**config.mk**
```make
export PLATFORM = sky130hd
export DESIGN_NAME = byte_unstriping
export DESIGN_NICKNAME = d
export VERILOG_FILES = /design/src/rtl/byte_unstriping.sv
export SDC_FILE = /design/constraint.sdc
export NUM_CORES = 1
export LEC_CHECK = 0
export BUFFER_PORTS_ARGS = -buffer_cell sky130_fd_sc_hd__buf_2
export CAP_MARGIN = 10
export CORE_AREA = 8 8 74 76
export DETAILED_ROUTE_END_ITERATION = 10
export DIE_AREA = 0 0 82 84
export GPL_TIMING_DRIVEN = 0
export PLACE_DENSITY = 0.8
export SLEW_MARGIN = 20
export SYNTH_ARGS = -nofsm -noshare
export SYNTH_HDL_FRONTEND = slang
export SYNTH_SLANG_ARGS = --single-unit
```
**constraint.sdc**
```tcl
create_clock -name CLK -period 5.2 [get_ports CLK]
set_input_delay 0 -clock CLK [delete_from_list [all_inputs] [get_ports CLK]]
set_output_delay 0 -clock CLK [all_outputs]
set_load 0.02 [all_outputs]
```
**src/rtl/byte_unstriping.sv**
```systemverilog
// byte_unstriping
//   Receive-side lane unstriper. One symbol set (byte + K flag per active
//   lane) is accepted per handshake and re-serialised onto a single byte
//   stream in lane order LANE0, LANE1, ... A two-state framing FSM tracks
//   STP/SDP .. END/EDB on the rebuilt stream and pulses ERR on misplaced
//   delimiters or data outside a packet.
//
//   Optional feature macro: UNSTRIPE_DROP_FILL_EN
//     defined   : SKP/IDL control bytes consume their slot but are not
//                 emitted (U_VALID=0, ERR=0, PKT_ACTIVE holds).
//     undefined : SKP/IDL are emitted like any other byte.
//
//   Handshake: a set is accepted at a rising edge where IN_VALID & IN_READY.
//   IN_READY is combinational, is low during RESET, and is high whenever at
//   most one buffered byte is still waiting. The last waiting byte is emitted
//   on the same edge that reloads the buffer. The output side has no
//   backpressure.
module byte_unstriping #(
    parameter int LANES = 4,
    parameter int BITS  = 8
) (
    input  logic            CLK,
    input  logic            RESET,
    input  logic [BITS-1:0] LANE0,
    input  logic [BITS-1:0] LANE1,
    input  logic [BITS-1:0] LANE2,
    input  logic [BITS-1:0] LANE3,
    input  logic            DK_0,
    input  logic            DK_1,
    input  logic            DK_2,
    input  logic            DK_3,
    input  logic            IN_VALID,
    output logic            IN_READY,
    output logic [BITS-1:0] U_D,
    output logic            U_DK,
    output logic            U_VALID,
    output logic            PKT_ACTIVE,
    output logic            ERR,
    output logic            dbg_state
);

    localparam int CW = $clog2(LANES + 1);
    localparam int IW = (LANES > 1) ? $clog2(LANES) : 1;

    localparam logic [BITS-1:0] K_STP = BITS'(8'hFB);
    localparam logic [BITS-1:0] K_SDP = BITS'(8'h5C);
    localparam logic [BITS-1:0] K_END = BITS'(8'hFD);
    localparam logic [BITS-1:0] K_EDB = BITS'(8'hFE);
    localparam logic [BITS-1:0] K_SKP = BITS'(8'h1C);
    localparam logic [BITS-1:0] K_IDL = BITS'(8'h7C);

    typedef enum logic {
        S_IDLE = 1'b0,
        S_PKT  = 1'b1
    } state_t;

    state_t state_q;
    state_t nxt_state;

    // Buffered set: ptr_q walks from lane 0 upwards while cnt_q counts the
    // bytes still to be emitted, so ptr_q == LANES - cnt_q (mod LANES).
    logic [BITS-1:0] buf_d_q [LANES];
    logic            buf_k_q [LANES];
    logic [CW-1:0]   cnt_q;
    logic [IW-1:0]   ptr_q;

    logic [BITS-1:0] lane_w [4];
    logic            dk_w   [4];
    logic            accept;

    logic [BITS-1:0] sel_d;
    logic            sel_dk;
    logic            is_start;
    logic            is_end;
    logic            is_fill;

    logic [BITS-1:0] em_d;
    logic            em_dk;
    logic            em_valid;
    logic            em_active;
    logic            em_err;

    // Gather the fixed lane ports into arrays so the load loop stays generic.
    always_comb begin
        lane_w[0] = LANE0;
        lane_w[1] = LANE1;
        lane_w[2] = LANE2;
        lane_w[3] = LANE3;
        dk_w[0]   = DK_0;
        dk_w[1]   = DK_1;
        dk_w[2]   = DK_2;
        dk_w[3]   = DK_3;
    end

    assign IN_READY  = !RESET && (cnt_q <= CW'(1));
    assign accept    = IN_VALID && IN_READY;
    assign dbg_state = (state_q == S_PKT);

    // Classify the byte at the head of the buffer.
    always_comb begin
        sel_d    = buf_d_q[ptr_q];
        sel_dk   = buf_k_q[ptr_q];
        is_start = sel_dk && ((sel_d == K_STP) || (sel_d == K_SDP));
        is_end   = sel_dk && ((sel_d == K_END) || (sel_d == K_EDB));
        is_fill  = sel_dk && ((sel_d == K_SKP) || (sel_d == K_IDL));
    end

    // Framing next-state and next output values for the byte being emitted.
    always_comb begin
        nxt_state = state_q;
        em_d      = '0;
        em_dk     = 1'b0;
        em_valid  = 1'b0;
        em_active = 1'b0;
        em_err    = 1'b0;
        if (cnt_q != '0) begin
            em_d     = sel_d;
            em_dk    = sel_dk;
            em_valid = 1'b1;
            if (is_fill) begin
`ifdef UNSTRIPE_DROP_FILL_EN
                // Fill symbol swallowed: slot stays empty, framing untouched.
                em_d      = '0;
                em_dk     = 1'b0;
                em_valid  = 1'b0;
                em_active = PKT_ACTIVE;
`else
                // Fill symbol passes through and never disturbs framing.
                em_active = (state_q == S_PKT);
`endif
            end else begin
                case (state_q)
                    S_IDLE: begin
                        if (is_start) begin
                            nxt_state = S_PKT;
                            em_active = 1'b1;
                        end else if (is_end) begin
                            em_err = 1'b1;
                        end else if (!sel_dk) begin
                            em_err = 1'b1;
                        end
                    end
                    S_PKT: begin
                        em_active = 1'b1;
                        if (is_start) begin
                            em_err = 1'b1;
                        end else if (is_end) begin
                            nxt_state = S_IDLE;
                        end
                    end
                    default: begin
                        nxt_state = S_IDLE;
                    end
                endcase
            end
        end
    end

    // Framing state register.
    always_ff @(posedge CLK) begin
        if (RESET) begin
            state_q <= S_IDLE;
        end else begin
            state_q <= nxt_state;
        end
    end

    // Buffer load on accept, otherwise step through the held set.
    always_ff @(posedge CLK) begin
        if (RESET) begin
            cnt_q <= '0;
            ptr_q <= '0;
            for (int i = 0; i < LANES; i++) begin
                buf_d_q[i] <= '0;
                buf_k_q[i] <= 1'b0;
            end
        end else if (accept) begin
            cnt_q <= CW'(LANES);
            ptr_q <= '0;
            for (int i = 0; i < LANES; i++) begin
                buf_d_q[i] <= lane_w[i];
                buf_k_q[i] <= dk_w[i];
            end
        end else if (cnt_q != '0) begin
            cnt_q <= cnt_q - CW'(1);
            ptr_q <= ptr_q + IW'(1);
        end
    end

    // Registered output stage, aligned with the framing decision.
    always_ff @(posedge CLK) begin
        if (RESET) begin
            U_D        <= '0;
            U_DK       <= 1'b0;
            U_VALID    <= 1'b0;
            PKT_ACTIVE <= 1'b0;
            ERR        <= 1'b0;
        end else begin
            U_D        <= em_d;
            U_DK       <= em_dk;
            U_VALID    <= em_valid;
            PKT_ACTIVE <= em_active;
            ERR        <= em_err;
        end
    end

endmodule

```
; ---- Yosys cells after proc, flatten, opt, wreduce, memory -nomap -nowiden
; Memory sizes are Yosys's and may differ from the RTL's. A register that Yosys moved wholly into a read port is not among the register bits.
; Index checks and enable logic that the tools add are counted.
[op_classes]
addsub = 2
n_lt_le_gt_ge = 1
eq_ne = 6
muxes = 30
bitwise = 11
n_reduce_logical = 15
[ops]
columns = cell, count
row1 = $mux W8, 4
row2 = $eq A8 B8 Y1 const B, 3
row3 = $mux W1, 17
row4 = $eq A8 B7 Y1 const B, 2
row5 = $eq A8 B5 Y1 const B, 1
row6 = $mux W2, 4
row7 = $or A1 B1 Y1, 8
row8 = $mux W3, 2
row9 = $pmux W1 S2, 3
row10 = $logic_and A1 B1 Y1, 5
row11 = $reduce_or A2 Y1, 2
row12 = $le A3 B1 Y1 const B, 1
row13 = $logic_or A1 B1 Y1, 3
row14 = $not A1 Y1, 3
row15 = $reduce_bool A3 Y1, 1
row16 = $reduce_or A3 Y1, 1
row17 = $sub A3 B1 Y3 const B, 1
row18 = $add A2 B1 Y2 const B, 1
row19 = $reduce_and A2 Y1, 1
row20 = $reduce_bool A2 Y1, 1
row21 = $logic_not A1 Y1, 1
[totals]
regBits = 18
ram_bits = 36
input_bits = 39
out_inout_bits = 14
word_cells = 76
n_memories = 2
[memory_table]
columns = memory, depth, width, read_ports, rd_clocked_by_memory_dff, wr, line
row1 = buf_d_q, 4, 8, 1, 1, 4, 62  ; logic [BITS-1:0] buf_d_q [LANES];
row2 = buf_k_q, 4, 1, 1, 1, 4, 63  ; logic buf_k_q [LANES];

; ---- Logic depth before layout (Yosys ltp)
[logic_depth]
ltp_word = 7
ltp_mapped = 7
depth_no_buf = 6

; ---- Least setup slack after synthesis
; No wires, ideal clock.
[synth_timing]
kind = register -> register
start = register with a tool-made name
end = register ERR
setup_time_ns = 0.059
arrival_time_ns = 1.937
required_time_ns = 5.141
path_slack_ns = 3.204
stages_incl_launch_ff = 7
n_path_buf = 1
period_less_slack_ns = 1.996
path_cell_list = dfxtp_1 -> buf_6 -> mux4_2 -> or4b_1 -> o22ai_2 -> and3_1 -> o31a_1
[synth_lines]
columns = item, line
row1 = to (signal assigned), 203  ; ERR <= em_err;
row2 = to (decl), 38  ; output logic ERR,

==> run_results.csv <==
group,metric,value,unit
run_status,status,"finished, final reports clean",
global_route,grt_pass1_wl,7659,um
global_route,grt_antenna_before_repair,0,
worst_setup_path,crit_chain,"inv_1 -> ha_1 -> a21oi_1 -> nor3_1 -> and2_1 -> clkbuf_1 -> or2_2",
drt,drc,0,
synthesis,yosysWarnings,0,
synthesis,synth_top_family_by_area,"simple AND/OR/NAND/NOR gates",
timing,post-route-period-util,0.4508,
cts,cts_buffers,5,
power_and_ir_drop,power_density,449.0,nW/um^2
drt,ant_nets,0,
worst_setup_path,worstPathMaxFanout,36,
timing,rsz0062_at_grt,"false",
die,die_area,6888,um^2
synthesis,ys_ff_latch,56,
power_and_ir_drop,peakVddDrop,0.0002339,V
synthesis,synth_top_cell_by_area,"edfxtp_1",
synthesis,synthAdderAreaFrac,0.01612,
run,cap_violations,0,
min_path,min_to,"buf_d_q[0][1]$_SDFFCE_PN0P_",
layout,syn2layout_area_growth,25.04,%
timing,setup_slack,2.856,ns
placement,dpl_worst_slack,2.868,ns
synthesis,ys_seq_area_frac,0.6362,
global_route,grt_pass1_vias,1603,
worst_setup_path,r2r_cells,7,
placement,port-buffer-count,51,
drt,wl_per_cell,16.59,um
worst_setup_path,crit_slowest_cell,"or2_2",
synthesis,synth_common_cells,"and3_1 (37), edfxtp_1 (36), dfxtp_1 (20)",
synthesis,synth_compound_area_frac,0.02472,
drt,initialDrtViolationCount,71,
drt,drt-total-wl,4860,um
worst_setup_path,critical_path.top_delay_family,"simple AND/OR/NAND/NOR gates",
synthesis,synth.mux.area_fraction,0.09511,
min_path,whs_path_depth,2,
synthesis,avgSynthCellArea,14.20,um^2
timing,relSlewSlack,0.4544,
timing,setup_viol,0,
placement,post_dp_cell_area,2649,um^2
synthesis,async_reset_ff_frac,0,
placement,place_inst,267,
synthesis,synth_ff_type,"edfxtp_1",
layout,utilization,0.6828,
layout,multiInputGateArea,775.7,um^2
timing,final-hold-violation-count,0,
timing,fin_tns_setup,0,ns
die,die-height,84,um
timing,fin_worst_skew,0.006115,ns
global_route,grt_max_degree,37,
die,rows,24,
min_path,hold_path_class,"input port to register",
cts,cts_buffer_depth,2,
synthesis,yosysTopAreaCellShare,0.4643,
worst_setup_path,critPathCaptureType,"register",
die,core_area,4264,um^2
die,io_pins,53,
cts,htree_levels,2,
cts,post_cts_buffers,0,
cts,clk_latency,0.31,ns
cts,clockRootBuffer,"clkbuf_8",
synthesis,synth_edf_count,36,
drt,first_pass_iters,4,
global_route,grt.total_usage,0.1469,
worst_setup_path,cp_data_required_time,5.14,ns
synthesis,synth_area_leaders,"edfxtp_1 (46%), dfxtp_1 (17%), and3_1 (9.9%)",
drt,vias,1571,
timing,hold_ws,0.003739,ns
layout,drive_gt1_frac,0.2822,
worst_setup_path,ff2ff_setup_slack,2.86,ns
synthesis,synthCells,164,
worst_setup_path,critPathBufInv,2,
die,die_w,82,um
worst_setup_path,crit_type,"register to register",
layout,nets,282,
timing,fmax,0.4266,GHz
timing,worst-slew-pin-transition,0.8184,ns
min_path,hold_path_startpoint,"LANE0[1]",
cts,cts.sinks,56,
power_and_ir_drop,finalPower,1.307,mW
synthesis,synthXorXnorAreaFrac,0.01505,
timing,period_minus_slack,2.344,ns
drt,avgViaCountPerCell,5.362,
synthesis,synth.most_common_cell,"and3_1",
worst_setup_path,reg2reg_to,"buf_d_q[1][2]$_SDFFCE_PN0P_",
layout,n_fill_cell,313,
worst_setup_path,r2r_start,"cnt_q[1]$_SDFFE_PP0N_",
power_and_ir_drop,p_leak,1.327,nW
layout,final_cells,293,
cts,cts_tree,"done",
layout,register_area,1481,um^2
timing,slew_violations,0,
layout,final_area,2912,um^2
cts,cts.clk_slew.worst_paths,0.09,ns
worst_setup_path,arrival,2.29,ns
synthesis,syn-num-nets,206,
placement,dp_hpwl,3258,um
placement,gp_congestion,0.7202,
worst_setup_path,max_stage_delay,0.72,ns
worst_setup_path,critPathLaunchType,"register",
die,initial_core_util,0.5461,
layout,n_antenna_cell,0,
synthesis,netlist_area,2328,um^2
synthesis,synth-simple-area-share,0.1822,
synthesis,ys_types,33,
global_route,grt-ovfl-total,0,
==> flip-flops by register name (all words and copies together) (netlist names), named ones only <==
signal      count
dbg_state       1
ptr_q           2
PKT_ACTIVE      1
cnt_q           3
U_D             8
buf_d_q        32
U_VALID         1
buf_k_q         4
ERR             1
U_DK            1
==> layout make-up <==
cell class	count	share of cell area
plain buffers	13	0.02192
multi-input cells	93	0.2664
well taps	52	0.02235
clock buffers	5	0.02364
flip-flops and latches	56	0.5088
clock inverters	3	0.004727
inverters	2	0.002578
repair buffers	69	0.1495
==> cell usage in the layout (no fill, tap or decap), drive strengths merged <==
cell,Yosys,layout
nor2,3,3
nand2b,1,1
nor3,4,4
and2b,1,1
o22ai,1,1
ha,3,3
or4b,1,1
nor4b,2,2
mux4,9,9
nand3b,1,1
inv,2,2
buf,3,54
clkinv,0,3
xor2,3,3
and2,10,10
dfxtp,20,20
a2111oi,1,1
o31a,1,1
clkbuf,10,15
nand2,3,3
a21o,1,1
o21ai,1,1
and4,1,1
or2,1,1
nand3,2,2
nand4,1,1
nor2b,1,1
xnor2,1,1
dlygate4sd3,0,18
and3,37,37
edfxtp,36,36
a21oi,3,3
==> cell families after synthesis <==
| logic type | Yosys count |
|---|---|
| muxes | 9 |
| AOI/OAI and AO/OA | 8 |
| adders and majority gates | 3 |
| DFF | 56 |
| and+or+nand+nor | 69 |
| xor gates and xnor gates | 4 |
| buffers and inverters | 15 |
==> report_power, final <==
part	total, mW	internal, mW	switching, mW
registers	0.616	0.587	0.0295
logic	0.464	0.204	0.260
clock network	0.227	0.0918	0.135
total	1.31	0.883	0.424
==> repair_timing <==
item | in CTS | in global routing
endpoints found under the setup margin | 0 | 0
hold buffers | 17 | 1
gates resized for setup | 0 | 0
hold endpoints to repair | 17 | 1
==> per-layer routing <==
metal  wire (um)  vias to the layer above  share of wire  GRT usage
met3         307                        5          0.063    0.04741
li1            -                      765              -          -
met1        1911                      753           0.39     0.1643
met4          63                        0          0.013    0.04952
met2        2577                       48           0.53     0.2507
met5           0                        -              0          0
==> how the worst max path moves through the flow <==
| stage | start | end | slack (ns) | cells past startpoint |
|---|---|---|---|---|
| after floorplan | register | ERR$_SDFF_PP0_ | 3.20 | 6 |
| after CTS | cnt_q[1]$_SDFFE_PP0N_ | buf_d_q[1][0]$_SDFFCE_PN0P_ | 2.83 | 7 |
| final | cnt_q[1]$_SDFFE_PP0N_ | buf_d_q[1][2]$_SDFFCE_PN0P_ | 2.86 | 7 |
| after global routing | cnt_q[1]$_SDFFE_PP0N_ | buf_d_q[2][6]$_SDFFCE_PN0P_ | 2.61 | 7 |
| after global placement | cnt_q[1]$_SDFFE_PP0N_ | buf_d_q[1][3]$_SDFFCE_PN0P_ | 2.89 | 7 |
| after detailed placement | cnt_q[1]$_SDFFE_PP0N_ | buf_d_q[0][3]$_SDFFCE_PN0P_ | 2.87 | 7 |
(Power assumes the default switching activity.)
